**src/rtl/ma_stage_if.sv**
```systemverilog
`default_nettype none
// +----------------------------------------------------------------------+
// | Module : ma_stage_if                                                  |
// | Brief  : Data-memory request/response bus between MA and the memory.  |
// | Rev    : 1.0                                                          |
// +----------------------------------------------------------------------+
interface ma_stage_if;
  logic        dmem_req;
  logic        dmem_we;
  logic [29:0] dmem_adr;
  logic [3:0]  dmem_be;
  logic [31:0] dmem_wdata;
  logic [31:0] dmem_rdata;
  logic        dmem_ack;

  modport master (
    output dmem_req, dmem_we, dmem_adr, dmem_be, dmem_wdata,
    input  dmem_rdata, dmem_ack
  );

  modport slave (
    input  dmem_req, dmem_we, dmem_adr, dmem_be, dmem_wdata,
    output dmem_rdata, dmem_ack
  );
endinterface
`default_nettype wire

```
**src/rtl/ma_stage.sv**
```systemverilog
`default_nettype none
// +----------------------------------------------------------------------+
// | Module : ma_stage                                                     |
// | Brief  : Memory-access pipeline stage with held-request dmem handshake |
// |          and WB register; MA_MISALIGN_DET_EN enables misalign trapping.|
// | Rev    : 1.0                                                          |
// +----------------------------------------------------------------------+
module ma_stage (
  input  logic        clk,
  input  logic        rst_n,
  input  logic        cmd_ld_ma,
  input  logic        cmd_st_ma,
  input  logic [4:0]  rd_adr_ma,
  input  logic [31:0] rd_data_ma,
  input  logic        wbk_rd_reg_ma,
  input  logic [31:0] st_data_ma,
  input  logic [2:0]  ldst_code_ma,
  input  logic        stall,
  input  logic        rst_pipe,
  ma_stage_if.master  dmem,
  output logic        stall_ma,
  output logic [4:0]  rd_adr_wb,
  output logic        wbk_rd_reg_wb,
  output logic [31:0] wbk_data_wb,
  output logic [31:0] wbk_data_wb2,
  output logic        misalign_ma
);

  typedef enum logic [1:0] {
    ST_IDLE = 2'd0,
    ST_BUSY = 2'd1,
    ST_DONE = 2'd2
  } state_t;

  state_t      r_state;
  logic        r_req;
  logic        r_we;
  logic [29:0] r_adr;
  logic [3:0]  r_be;
  logic [31:0] r_wdata;
  logic        r_ld;
  logic        r_wen;
  logic        r_kill;
  logic [2:0]  r_code;
  logic [1:0]  r_off;
  logic [4:0]  r_rd_adr;
  logic [31:0] r_rdata;
  logic [4:0]  r_rd_adr_wb;
  logic        r_wbk_en;
  logic [31:0] r_wbk_data;
  logic [31:0] r_wbk_data2;

  logic        w_mem;
  logic        w_misalign;
  logic        w_issue;
  logic [1:0]  w_off;
  logic [3:0]  w_be;
  logic [31:0] w_wdata;
  logic [7:0]  w_byte;
  logic [15:0] w_half;
  logic [31:0] w_load;

  assign w_mem    = cmd_ld_ma | cmd_st_ma;
  assign w_off    = rd_data_ma[1:0];
  assign w_issue  = (r_state == ST_IDLE) && w_mem && !w_misalign && !rst_pipe;
  assign stall_ma = w_issue || (r_state == ST_BUSY);

`ifdef MA_MISALIGN_DET_EN
  logic r_misalign;

  assign w_misalign = ((ldst_code_ma[1:0] == 2'b01) && w_off[0]) ||
                      ((ldst_code_ma[1:0] == 2'b10) && (w_off != 2'b00));

  // Pulse only when the offending instruction actually leaves MA.
  always_ff @(posedge clk) begin
    if (!rst_n) begin
      r_misalign <= 1'b0;
    end else begin
      r_misalign <= (r_state == ST_IDLE) && w_mem && w_misalign && !rst_pipe && !stall;
    end
  end

  assign misalign_ma = r_misalign;
`else
  assign w_misalign  = 1'b0;
  assign misalign_ma = 1'b0;
`endif

  always_comb begin
    w_be    = 4'b1111;
    w_wdata = st_data_ma;
    case (ldst_code_ma[1:0])
      2'b00: begin
        w_be    = 4'b0001 << w_off;
        w_wdata = {4{st_data_ma[7:0]}};
      end
      2'b01: begin
        w_be    = 4'b0011 << {w_off[1], 1'b0};
        w_wdata = {2{st_data_ma[15:0]}};
      end
      default: ;
    endcase
  end

  always_comb begin
    w_byte = r_rdata[{r_off, 3'b000} +: 8];
    w_half = r_off[1] ? r_rdata[31:16] : r_rdata[15:0];
    case (r_code)
      3'b000:  w_load = {{24{w_byte[7]}}, w_byte};
      3'b100:  w_load = {24'd0, w_byte};
      3'b001:  w_load = {{16{w_half[15]}}, w_half};
      3'b101:  w_load = {16'd0, w_half};
      default: w_load = r_rdata;
    endcase
  end

  always_ff @(posedge clk) begin
    if (!rst_n) begin
      r_state     <= ST_IDLE;
      r_req       <= 1'b0;
      r_we        <= 1'b0;
      r_adr       <= 30'd0;
      r_be        <= 4'd0;
      r_wdata     <= 32'd0;
      r_ld        <= 1'b0;
      r_wen       <= 1'b0;
      r_kill      <= 1'b0;
      r_code      <= 3'd0;
      r_off       <= 2'd0;
      r_rd_adr    <= 5'd0;
      r_rdata     <= 32'd0;
      r_rd_adr_wb <= 5'd0;
      r_wbk_en    <= 1'b0;
      r_wbk_data  <= 32'd0;
      r_wbk_data2 <= 32'd0;
    end else begin
      case (r_state)
        ST_IDLE: begin
          if (w_issue) begin
            r_state  <= ST_BUSY;
            r_req    <= 1'b1;
            r_we     <= cmd_st_ma;
            r_adr    <= rd_data_ma[31:2];
            r_be     <= w_be;
            r_wdata  <= w_wdata;
            r_ld     <= cmd_ld_ma;
            r_wen    <= wbk_rd_reg_ma;
            r_kill   <= 1'b0;
            r_code   <= ldst_code_ma;
            r_off    <= w_off;
            r_rd_adr <= rd_adr_ma;
          end else if (rst_pipe) begin
            r_wbk_en <= 1'b0;
          end else if (!stall) begin
            // A trapped misaligned access retires here without writing back.
            r_rd_adr_wb <= rd_adr_ma;
            r_wbk_en    <= wbk_rd_reg_ma && !w_mem;
            if (!w_mem) begin
              r_wbk_data  <= rd_data_ma;
              r_wbk_data2 <= r_wbk_data;
            end
          end
        end
        ST_BUSY: begin
          if (rst_pipe) begin
            r_kill <= 1'b1;
          end
          if (dmem.dmem_ack) begin
            r_req   <= 1'b0;
            r_rdata <= dmem.dmem_rdata;
            r_state <= ST_DONE;
          end
        end
        ST_DONE: begin
          r_state     <= ST_IDLE;
          r_rd_adr_wb <= r_rd_adr;
          r_wbk_en    <= r_ld && r_wen && !r_kill && !rst_pipe;
          // Stores leave the WB data pair untouched.
          if (r_ld) begin
            r_wbk_data  <= w_load;
            r_wbk_data2 <= r_wbk_data;
          end
        end
        default: r_state <= ST_IDLE;
      endcase
    end
  end

  assign dmem.dmem_req   = r_req;
  assign dmem.dmem_we    = r_we;
  assign dmem.dmem_adr   = r_adr;
  assign dmem.dmem_be    = r_be;
  assign dmem.dmem_wdata = r_wdata;

  assign rd_adr_wb     = r_rd_adr_wb;
  assign wbk_rd_reg_wb = r_wbk_en;
  assign wbk_data_wb   = r_wbk_data;
  assign wbk_data_wb2  = r_wbk_data2;

endmodule
`default_nettype wire

```
**src/flat_wrapper.sv**
```systemverilog
// flat-port wrapper written by rule: the top's interface ports become plain ports
module ma_stage_flat 
  (clk, rst_n, cmd_ld_ma, cmd_st_ma, rd_adr_ma, rd_data_ma, wbk_rd_reg_ma, st_data_ma, ldst_code_ma, stall, rst_pipe, stall_ma, rd_adr_wb, wbk_rd_reg_wb, wbk_data_wb, wbk_data_wb2, misalign_ma, dmem_dmem_req, dmem_dmem_we, dmem_dmem_adr, dmem_dmem_be, dmem_dmem_wdata, dmem_dmem_rdata, dmem_dmem_ack);
  ma_stage_if dmem_i ();
  input  logic clk;
  input  logic rst_n;
  input  logic cmd_ld_ma;
  input  logic cmd_st_ma;
  input  logic [4:0] rd_adr_ma;
  input  logic [31:0] rd_data_ma;
  input  logic wbk_rd_reg_ma;
  input  logic [31:0] st_data_ma;
  input  logic [2:0] ldst_code_ma;
  input  logic stall;
  input  logic rst_pipe;
  output logic stall_ma;
  output logic [4:0] rd_adr_wb;
  output logic wbk_rd_reg_wb;
  output logic [31:0] wbk_data_wb;
  output logic [31:0] wbk_data_wb2;
  output logic misalign_ma;
  output wire logic [$bits(dmem_i.dmem_req)-1:0] dmem_dmem_req;
  output wire logic [$bits(dmem_i.dmem_we)-1:0] dmem_dmem_we;
  output wire logic [$bits(dmem_i.dmem_adr)-1:0] dmem_dmem_adr;
  output wire logic [$bits(dmem_i.dmem_be)-1:0] dmem_dmem_be;
  output wire logic [$bits(dmem_i.dmem_wdata)-1:0] dmem_dmem_wdata;
  input wire logic [$bits(dmem_i.dmem_rdata)-1:0] dmem_dmem_rdata;
  input wire logic [$bits(dmem_i.dmem_ack)-1:0] dmem_dmem_ack;
  assign dmem_dmem_req = dmem_i.dmem_req;
  assign dmem_dmem_we = dmem_i.dmem_we;
  assign dmem_dmem_adr = dmem_i.dmem_adr;
  assign dmem_dmem_be = dmem_i.dmem_be;
  assign dmem_dmem_wdata = dmem_i.dmem_wdata;
  assign dmem_i.dmem_rdata = dmem_dmem_rdata;
  assign dmem_i.dmem_ack = dmem_dmem_ack;
  ma_stage u_core (.clk(clk), .rst_n(rst_n), .cmd_ld_ma(cmd_ld_ma), .cmd_st_ma(cmd_st_ma), .rd_adr_ma(rd_adr_ma), .rd_data_ma(rd_data_ma), .wbk_rd_reg_ma(wbk_rd_reg_ma), .st_data_ma(st_data_ma), .ldst_code_ma(ldst_code_ma), .stall(stall), .rst_pipe(rst_pipe), .dmem(dmem_i), .stall_ma(stall_ma), .rd_adr_wb(rd_adr_wb), .wbk_rd_reg_wb(wbk_rd_reg_wb), .wbk_data_wb(wbk_data_wb), .wbk_data_wb2(wbk_data_wb2), .misalign_ma(misalign_ma));
endmodule
```
**config.mk**
```make
export PLATFORM = sky130hd
export DESIGN_NAME = ma_stage_flat
export DESIGN_NICKNAME = d
export VERILOG_FILES = /design/src/rtl/ma_stage_if.sv /design/src/rtl/ma_stage.sv /design/src/flat_wrapper.sv
export SDC_FILE = /design/constraint.sdc
export NUM_CORES = 1
export LEC_CHECK = 0
export ABC_AREA = 0
export CORE_ASPECT_RATIO = 1.4
export CORE_UTILIZATION = 45
export CTS_CLUSTER_DIAMETER = 40
export DETAILED_ROUTE_END_ITERATION = 6
export PLACE_DENSITY = 0.78
export SYNTH_ARGS = -nofsm -noshare
export SYNTH_HDL_FRONTEND = slang
export SYNTH_SLANG_ARGS = --single-unit
```
**constraint.sdc**
```tcl
create_clock -name clk -period 4.4 [get_ports clk]
set_input_delay 0.44 -clock clk [delete_from_list [all_inputs] [get_ports clk]]
set_output_delay 0.44 -clock clk [all_outputs]
set_load 0.05 [all_outputs]
```
==> results of run 1 <==
[power breakdown]
group	internal, mW	switching (mW)	leakage, nW	total, mW
combinational	0.280	0.452	2.11	0.732
clock	0.748	0.716	0.279	1.46
sequential	1.75	0.0576	1.51	1.80
[metrics by stage]
step | cell area [µm²] | std cells
4_1_cts | 11100 | 1452
5_1_grt | 11100 | 1452
3_3_place_gp | 10600 | 1420
3_5_place_dp | 10600 | 1420
6_report | 11100 | 1452
2_1_floorplan | 8000 | 1001
[Yosys cell counts (4+ instances only)]
| cell type | n |
|---|---|
| a211oi_1 | 10 |
| a21oi_1 | 153 |
| a222oi_1 | 4 |
| a22o_1 | 19 |
| a22oi_1 | 4 |
| a311oi_1 | 17 |
| a32o_1 | 6 |
| and2_1 | 19 |
| buf_2 | 22 |
| buf_4 | 10 |
| clkbuf_1 | 48 |
| dfxtp_1 | 185 |
| inv_1 | 4 |
| mux2_2 | 5 |
| mux2i_1 | 23 |
| nand2_1 | 283 |
| nand2b_1 | 5 |
| nand3_1 | 5 |
| nor2_1 | 66 |
| nor2b_1 | 8 |
| o211ai_1 | 8 |
| o21ai_0 | 38 |
| o221a_1 | 12 |
[layer usage]
layer  global-route usage, %  vias up  part of all wire [%]
met5                       0        -                     0
met4                    9.74        0                   2.8
met2                    48.2      296                    51
met1                    32.8     3598                    40
met3                    4.97       44                   6.1
li1                        -     3851                     -
[critical path, stage by stage (launching register included)]
cell and delay (ns):
dfxtp_1 1.01, inv_1 0.32, nand2_1 0.21, nand2_1 0.07
clkdlybuf4s50_1 0.71
[cell families after synthesis]
| family | synth area share (%) |
|---|---|
| buffers and inverters | 5.15 |
| other | 0.0469 |
| flip-flops | 46.3 |
| multiplexers | 3.58 |
| AND/OR/NAND/NOR | 21.5 |
| AO/OA/AOI/OAI | 23.4 |
[layout make-up]
cell class                      instances  area (µm²)
Fill cell                            1589        6290
Multi-Input combinational cell        728        3890
Sequential cell                       185        3700
Timing Repair Buffer                  266        2650
Clock buffer                           17         425
Tap cell                              236         295
Clock inverter                         15         131
Inverter                                5        21.3
[flip-flops by register name, summed over array words and instances (netlist names)]
signal	count
u_core.rd_adr_wb	5
u_core.wbk_data_wb	32
u_core.r_off	2
u_core.r_code	3
u_core.r_state	2
u_core.r_wen	1
u_core.r_kill	1
u_core.r_ld	1
u_core.wbk_data_wb2	32
u_core.r_rd_adr	5
u_core.dmem.dmem_wdata	32
u_core.r_rdata	32
u_core.dmem.dmem_req	1
u_core.dmem.dmem_be	4
u_core.dmem.dmem_adr	30
u_core.dmem.dmem_we	1
u_core.wbk_rd_reg_wb	1
[path summary, 6_finish.rpt]
kind                            startpoint                        to  slack, ns
setup / recovery         u_core.r_state[1]                  stall_ma       1.21
hold / removal    u_core.dmem.dmem_adr[12]  u_core.dmem.dmem_adr[12]       0.45
setup reg to reg           u_core.r_off[1]    u_core.wbk_data_wb[28]       1.33
hold reg to reg   u_core.dmem.dmem_adr[12]  u_core.dmem.dmem_adr[12]       0.45
==> results.yml, run 1 <==
yosys:
  synthesis.yosys.warnings: 0
  cell_type_contributing_the_most_total_cell_area_after_synthesis: "dfxtp_1"
  synthesis.area_um2: 8000
  fraction_of_the_yosys_area_taken_by_sequential_cells_pct: 46.3
  synth-seq-cells: 185
  syn_inst: 1001
  synth.distinct_cells: 60
  synth_top_area_share_pct: 46.3
  number_of_flops_mapped_to_enable_cells_by_yosys: 0
  synth.top_cells.by_area: "dfxtp_1 (46%), nand2_1 (13%), a21oi_1 (9.6%)"
  syn_avg_cell_area_um2: 7.99
  ys_dominant_reg_cell: "dfxtp_1"
  synth_nets: 1113
  async_reset_ff_share_pct: 0
timing:
  setup_tns_ns: 0
  max-slew-margin-rel_pct: 26.7
  period_needed_ns: 3.19
  final.hold.worst_slack_ns: 0.452
  skew_ns: 0.00943
  final-max-slew-violation-count: 0
  clock.fmax_mhz: 314
  worst-slew-pin-transition_ns: 1.10
  grt_setup_unrepaired: "false"
  postLayoutSetupSlackWorst_ns: 1.21
  final-hold-violation-count: 0
  period_share_pct: 72.4
  setup_viol_count_final: 0
clocking:
  cts.sink_count: 185
  ctsLongestPathBuffers: 2
  clk_latency_ns: 0.43
  hold_fix_buffers_at_cts: 0
  ctsResizeCount: 0
  clk_transition_reported_paths_ns: 0.07
  cts.htree.levels: 4
  cts-root-buf: "clkbuf_16"
  cts_setup_buffers: 0
  inserted_clock_buffers: 17
  tritoncts: "done"
global_route:
  grt_pass1_vias: 7223
  grt_start_max_net_pins: 65
  grt_first_pass_wirelength_um: 39000
  initial_antenna_violation_count: 0
  grt_util_all_layers_pct: 27.3
  grt.overflow.total: 0
cells_and_area:
  layout.cells.most_common: "nand2_1"
  final_nets: 1315
  mostFrequentLayoutCells: "nand2_1 (283), clkdlybuf4s50_1 (250), dfxtp_1 (185), a21oi_1 (153), nor2_1 (66)"
  synthToLayoutAreaGrowth_pct: 39.0
  num_antenna_cells: 0
  final_layout_size_suffix_gt1_share_pct: 5.76
  final_core_utilization_pct: 63.9
power_and_ir_drop:
  overall_power_after_layout_mw: 4.00
  cellPowerDensity_nw_per_um2: 360
  static-leakage-power_nw: 3.90
  vdd_ir_drop_max_v: 0.000254
drt:
  average_wire_length_per_cell_after_detail_routing_um: 17.4
  drt-pass1-iter-count: 6
  detail_route.wirelength_um: 25200
  final_antenna_net_count: 0
  drt_iter0_drcs: 679
  route.detailed.drc: 0
  drt-vias-per-instance: 5.36
  number_of_vias_in_the_routed_layout: 7789
job:
  max-cap-violations: 0
floorplanning:
  ios: 252
  die_area_um2: 18300
  core-area_um2: 17400
  die_height_um: 160
  initial_utilization_pct: 45.9
  die_x_um: 115
  placement_rows: 57
worst_setup_path:
  timing.critical_path.arrival_ns: 2.75
  timing.reg2reg.worst_path_depth: 5
  cp_max_fo: 28
  crit_required_ns: 3.96
  critical_path_class: "reg2out"
  worstSetupStartpointType: "flop"
  element_type_at_the_critical_path_end: "primary output"
placement:
  dp_hpwl_um: 18000
  gp_congestion: 0.868
  portBuffers: 250
  place_ws_ns: 1.44
hold_path:
  min-delay-path-class: "reg2reg"
  worst_hold_path.num_cells: 2
outcome:
  outcome: "complete, no violations"
No activity file was read; power rests on OpenSTA's default activity.
==> run 2, diff against run 1 <==
--- a/config.mk
+++ b/config.mk
@@ -7,10 +7,10 @@
 export LEC_CHECK = 0
 export ABC_AREA = 0
 export CORE_ASPECT_RATIO = 1.4
-export CORE_UTILIZATION = 45
+export CORE_UTILIZATION = 42
 export CTS_CLUSTER_DIAMETER = 40
 export DETAILED_ROUTE_END_ITERATION = 6
-export PLACE_DENSITY = 0.78
+export PLACE_DENSITY = 0.76
 export SYNTH_ARGS = -nofsm -noshare
 export SYNTH_HDL_FRONTEND = slang
 export SYNTH_SLANG_ARGS = --single-unit
==> constraint.sdc (replaced) <==
create_clock -name clk -period 2.81 [get_ports clk]
set_input_delay 0.281 -clock clk [delete_from_list [all_inputs] [get_ports clk]]
set_output_delay 0.281 -clock clk [all_outputs]
set_load 0.05 [all_outputs]
==> results.yml, run 2 (same netlist as run 1, synthesis figures left out) <==
timing:
  setup_viol_count_final: 0
  period_share_pct: 83.0
  max-slew-margin-rel_pct: 51.0
  setup_tns_ns: 0
  clock.fmax_mhz: 429
  worst-slew-pin-transition_ns: 0.734
  final-max-slew-violation-count: 0
  final-hold-violation-count: 0
  grt_setup_unrepaired: "false"
  skew_ns: 0.0104
  period_needed_ns: 2.33
global_route:
  grt_pass1_vias: 7263
  grt_first_pass_wirelength_um: 39300
  initial_antenna_violation_count: 0
  grt_start_max_net_pins: 99
  grt_util_all_layers_pct: 25.9
  globalRouteMet1Util_pct: 30.7
  grt.overflow.total: 0
  groute.layer.met2.usage_pct: 44.0
  grt_most_used_layer: "met2"
  use_met3_pct: 4.77
drt:
  number_of_vias_in_the_routed_layout: 7890
  drt_iter0_drcs: 687
  drt-vias-per-instance: 5.38
  drt-pass1-iter-count: 5
  final_antenna_net_count: 0
  detail_route.wirelength_um: 25700
  route.detailed.drc: 0
  average_wire_length_per_cell_after_detail_routing_um: 17.5
placement:
  portBuffers: 250
  gp_congestion: 0.872
  dp_cells: 1435
  dp_hpwl_um: 18300
  placed_cell_area_um2: 10700
hold_path:
  hold_path_end: "u_core.r_rdata[22]"
  worst_hold_path.num_cells: 3
  min_from: "dmem_dmem_rdata[22]"
  min-delay-path-class: "in2reg"
floorplanning:
  die_area_um2: 19600
  die_x_um: 119
  placement_rows: 59
  initial_utilization_pct: 43.0
  core-area_um2: 18600
  die_height_um: 165
  ios: 252
cells_and_area:
  num_antenna_cells: 0
  final_cells: 1467
  fin_area_um2: 11300
  final_layout_size_suffix_gt1_share_pct: 6.38
  mostFrequentLayoutCells: "nand2_1 (283), clkdlybuf4s50_1 (249), dfxtp_1 (185), a21oi_1 (153), nor2_1 (66)"
  synthToLayoutAreaGrowth_pct: 41.4
  layout.cells.most_common: "nand2_1"
  final_nets: 1322
clocking:
  cts.htree.levels: 4
  cts_setup_buffers: 0
  cts.sink_count: 185
  clk_latency_ns: 0.43
  ctsResizeCount: 0
  inserted_clock_buffers: 17
  hold_fix_buffers_at_cts: 0
  clk_transition_reported_paths_ns: 0.07
  cts-root-buf: "clkbuf_16"
  tritoncts: "done"
  ctsLongestPathBuffers: 2
worst_setup_path:
  element_type_at_the_critical_path_end: "primary output"
  worstSetupStartpointType: "flop"
  crit_required_ns: 2.53
  r2r-end: "u_core.wbk_data_wb[24]"
  r2r-start: "u_core.r_code[0]"
  timing.critical_path.arrival_ns: 2.05
  cp_max_fo: 19
  timing.reg2reg.setup_slack_ns: 0.59
  timing.reg2reg.worst_path_depth: 4
  critical_path_class: "reg2out"
power_and_ir_drop:
  static-leakage-power_nw: 3.98
  vdd_ir_drop_max_v: 0.000396
  power.internal_mw: 4.77
  power_frac_clock_pct: 39.6
  cellPowerDensity_nw_per_um2: 585
  switching_share_pct: 27.9
  power.sequential.fraction_pct: 42.7
  power.combinational.fraction_pct: 17.7
  net_load_switching_power_mw: 1.85
job:
  max-cap-violations: 0
outcome:
  outcome: "complete, no violations"
## run 2: per-layer routing
| layer | routed length (µm) | vias up | share of wire, % |
|---|---|---|---|
| li1 | - | 3875 | - |
| met3 | 1430 | 67 | 5.6 |
| met4 | 1190 | 0 | 4.6 |
| met5 | 0 | - | 0 |
| met1 | 10500 | 3641 | 41 |
| met2 | 12600 | 307 | 49 |
## run 2: final cells by class
cell class,instances,area [µm²]
Fill cell,1666,7300
Multi-Input combinational cell,728,3890
Sequential cell,185,3700
Timing Repair Buffer,273,2740
Clock buffer,17,425
Tap cell,244,305
Clock inverter,15,223
Inverter,5,21.3
## run 2: metrics by stage
step                power (mW)  setup slack [ns]  hold WS (ns)  util [%]
finish                    6.62             0.476         0.393      60.8
global route              6.85             0.331         0.400      60.8
floorplan                 3.56             0.990         0.417         -
CTS                       6.66             0.462         0.377      60.8
global placement          4.04             0.592         0.438      57.3
detailed placement        4.05             0.496         0.443      57.3
## run 2: how the worst max path moves through the flow
stage	from	endpoint	slack [ns]	depth (start not counted)
after global routing	u_core.r_state[1]	stall_ma	0.33	4
after floorplan	u_core.r_state[0]	stall_ma	0.99	5
final	u_core.r_state[1]	stall_ma	0.48	4
after CTS	u_core.r_state[1]	stall_ma	0.46	4
after global placement	cmd_ld_ma	u_core.wbk_data_wb[26]	0.59	6
after detailed placement	rst_pipe	u_core.dmem.dmem_wdata[11]	0.50	6
## run 2: critical path, stage by stage (launching register included)
cell,delay [ns]
dfxtp_1,0.47
nor3_4,0.47
o21ai_4,0.30
nand2_1,0.22
buf_12,0.16
## run 2: power groups by stage
stage / logic [mW] / registers [mW] / clock network [mW]
after floorplan: 0.405 / 3.16 / 0
after global placement: 1.15 / 2.88 / 0
after detailed placement: 1.17 / 2.88 / 0
after CTS: 1.17 / 2.83 / 2.67
after global routing: 1.25 / 2.84 / 2.76
final: 1.17 / 2.83 / 2.62
==> run 3, diff against run 2 <==
==> constraint.sdc (replaced) <==
create_clock -name clk -period 1.9 [get_ports clk]
set_input_delay 0.19 -clock clk [delete_from_list [all_inputs] [get_ports clk]]
set_output_delay 0.19 -clock clk [all_outputs]
set_load 0.05 [all_outputs]
==> results.yml, run 3 (same netlist as run 1, synthesis figures left out) <==
timing:
  skew_ns: 0.0112
  final-hold-violation-count: 0
  max-slew-margin-rel_pct: 61.8
  setup_viol_count_final: 0
  period_share_pct: 97.2
  final-max-slew-violation-count: 0
  period_needed_ns: 1.85
  grt_setup_unrepaired: "false"
  postLayoutSetupSlackWorst_ns: 0.0536
  worst-slew-pin-transition_ns: 0.571
  clock.fmax_mhz: 542
worst_setup_path:
  critical-path-slowest-cell: "clkdlybuf4s50_1"
  critical_path.cell_chain: "clkdlybuf4s50_1"
  element_type_at_the_critical_path_end: "primary output"
  timing.critical_path.arrival_ns: 1.66
  worstPathBufferInverterCount: 1
  r2r-end: "u_core.wbk_data_wb[25]"
  timing.reg2reg.worst_path_depth: 5
  critical_path_class: "reg2out"
  critical_path.max_stage_delay_ns: 0.86
  crit_required_ns: 1.71
  cp_max_fo: 3
  critical-path-top-delay-family: "buffers and inverters"
  worstSetupStartpointType: "flop"
  timing.reg2reg.setup_slack_ns: 0.15
  r2r-start: "u_core.r_off[0]"
cells_and_area:
  layout.cells.most_common: "nand2_1"
  mostFrequentLayoutCells: "nand2_1 (282), clkdlybuf4s50_1 (236), dfxtp_1 (184), a21oi_1 (153), nor2_1 (66)"
  final_core_utilization_pct: 63.3
  num_antenna_cells: 0
  final_layout_size_suffix_gt1_share_pct: 10.2
  synthToLayoutAreaGrowth_pct: 47.2
  final_nets: 1365
floorplanning:
  initial_utilization_pct: 43.0
  placement_rows: 59
  die_x_um: 119
  die_height_um: 165
  die_area_um2: 19600
  core-area_um2: 18600
  ios: 252
clocking:
  cts.sink_count: 185
  cts-root-buf: "clkbuf_16"
  clk_transition_reported_paths_ns: 0.07
  inserted_clock_buffers: 17
  cts.htree.levels: 4
  ctsLongestPathBuffers: 2
  tritoncts: "done"
  clk_latency_ns: 0.43
placement:
  dp_hpwl_um: 19100
  place_ws_ns: -0.112
  portBuffers: 250
  gp_congestion: 0.910
drt:
  drt-pass1-iter-count: 5
  drt_iter0_drcs: 536
  average_wire_length_per_cell_after_detail_routing_um: 17.2
  final_antenna_net_count: 0
  number_of_vias_in_the_routed_layout: 8135
  drt-vias-per-instance: 5.39
  route.detailed.drc: 0
  detail_route.wirelength_um: 26000
job:
  max-cap-violations: 0
global_route:
  grt_util_all_layers_pct: 26.1
  grt_pass1_vias: 7436
  grt_first_pass_wirelength_um: 39800
  grt_start_max_net_pins: 56
  initial_antenna_violation_count: 0
  grt.overflow.total: 0
power_and_ir_drop:
  vdd_ir_drop_max_v: 0.000649
  cellPowerDensity_nw_per_um2: 848
  static-leakage-power_nw: 4.34
hold_path:
  worst_hold_path.num_cells: 3
  hold_path_end: "u_core.r_rdata[21]"
  min-delay-path-class: "in2reg"
  min_from: "dmem_dmem_rdata[21]"
outcome:
  outcome: "complete, no violations"
==> run 3: cell types whose count changed in the layout (fill, tap and decap cells not counted), sizes merged <==
cell           previous run  this run
inv                       7         8
clkdlybuf4s50           249       236
dlygate4sd2               0         3
clkbuf                   17        19
buf                      24        73
clkinv                    6         2
clkinvlp                  2         3
dlymetal6s2s              0         4
==> run 3: layer usage <==
metal / global-route usage, % / part of all wire (%) / vias to the layer above
li1: - / - / 3948
met1: 30.7 / 40 / 3782
met2: 46.3 / 50 / 347
met3: 4.02 / 5.8 / 58
met4: 12.8 / 4.2 / 0
met5: 0 / 0 / -
==> run 3: timing repair <==
action / CTS / global route
setup buffers: 0 / 5
hold buffers: 0 / 0
resized for setup: 6 / 4
endpoints found under the setup margin: 4 / 19
pin swaps: 1 / 3
==> run 3: worst max-delay path by stage <==
stage	start	end	slack (ns)	depth (start not counted)
6_report	u_core.wbk_data_wb[8]	wbk_data_wb[8]	0.05	1
5_1_grt	u_core.wbk_data_wb[17]	wbk_data_wb[17]	0.009	1
2_1_floorplan	u_core.r_state[0]	stall_ma	0.17	5
3_3_place_gp	rst_pipe	u_core.rd_adr_wb[1]	-0.05	5
4_1_cts	u_core.wbk_data_wb[27]	wbk_data_wb[27]	0.01	1
3_5_place_dp	cmd_ld_ma	u_core.rd_adr_wb[0]	-0.11	5
==> run 3: cell type report <==
type / count / area [µm²]
fill: 1667 / 6830
multi-input combinational: 728 / 3890
sequential: 185 / 3700
timing repair buffer: 316 / 3180
clock buffer: 19 / 453
tap: 244 / 305
clock inverter: 13 / 213
inverter: 5 / 21.3
==> run 3: through the flow <==
step	instance area, µm²	setup TNS, ns	std cells	hold WS, ns	total power [mW]
floorplan	8000	0	1001	0.326	5.27
global placement	11000	-1.13	1473	0.437	6.07
detailed placement	11000	-4.04	1473	0.442	6.08
CTS	11700	0	1505	0.292	10.0
global route	11800	0	1510	0.313	10.3
finish	11800	0	1510	0.303	9.99
==> run 3: where the power goes <==
group	switching, mW	internal (mW)
clock	1.55	2.42
sequential	0.123	4.05
combinational	1.09	0.758
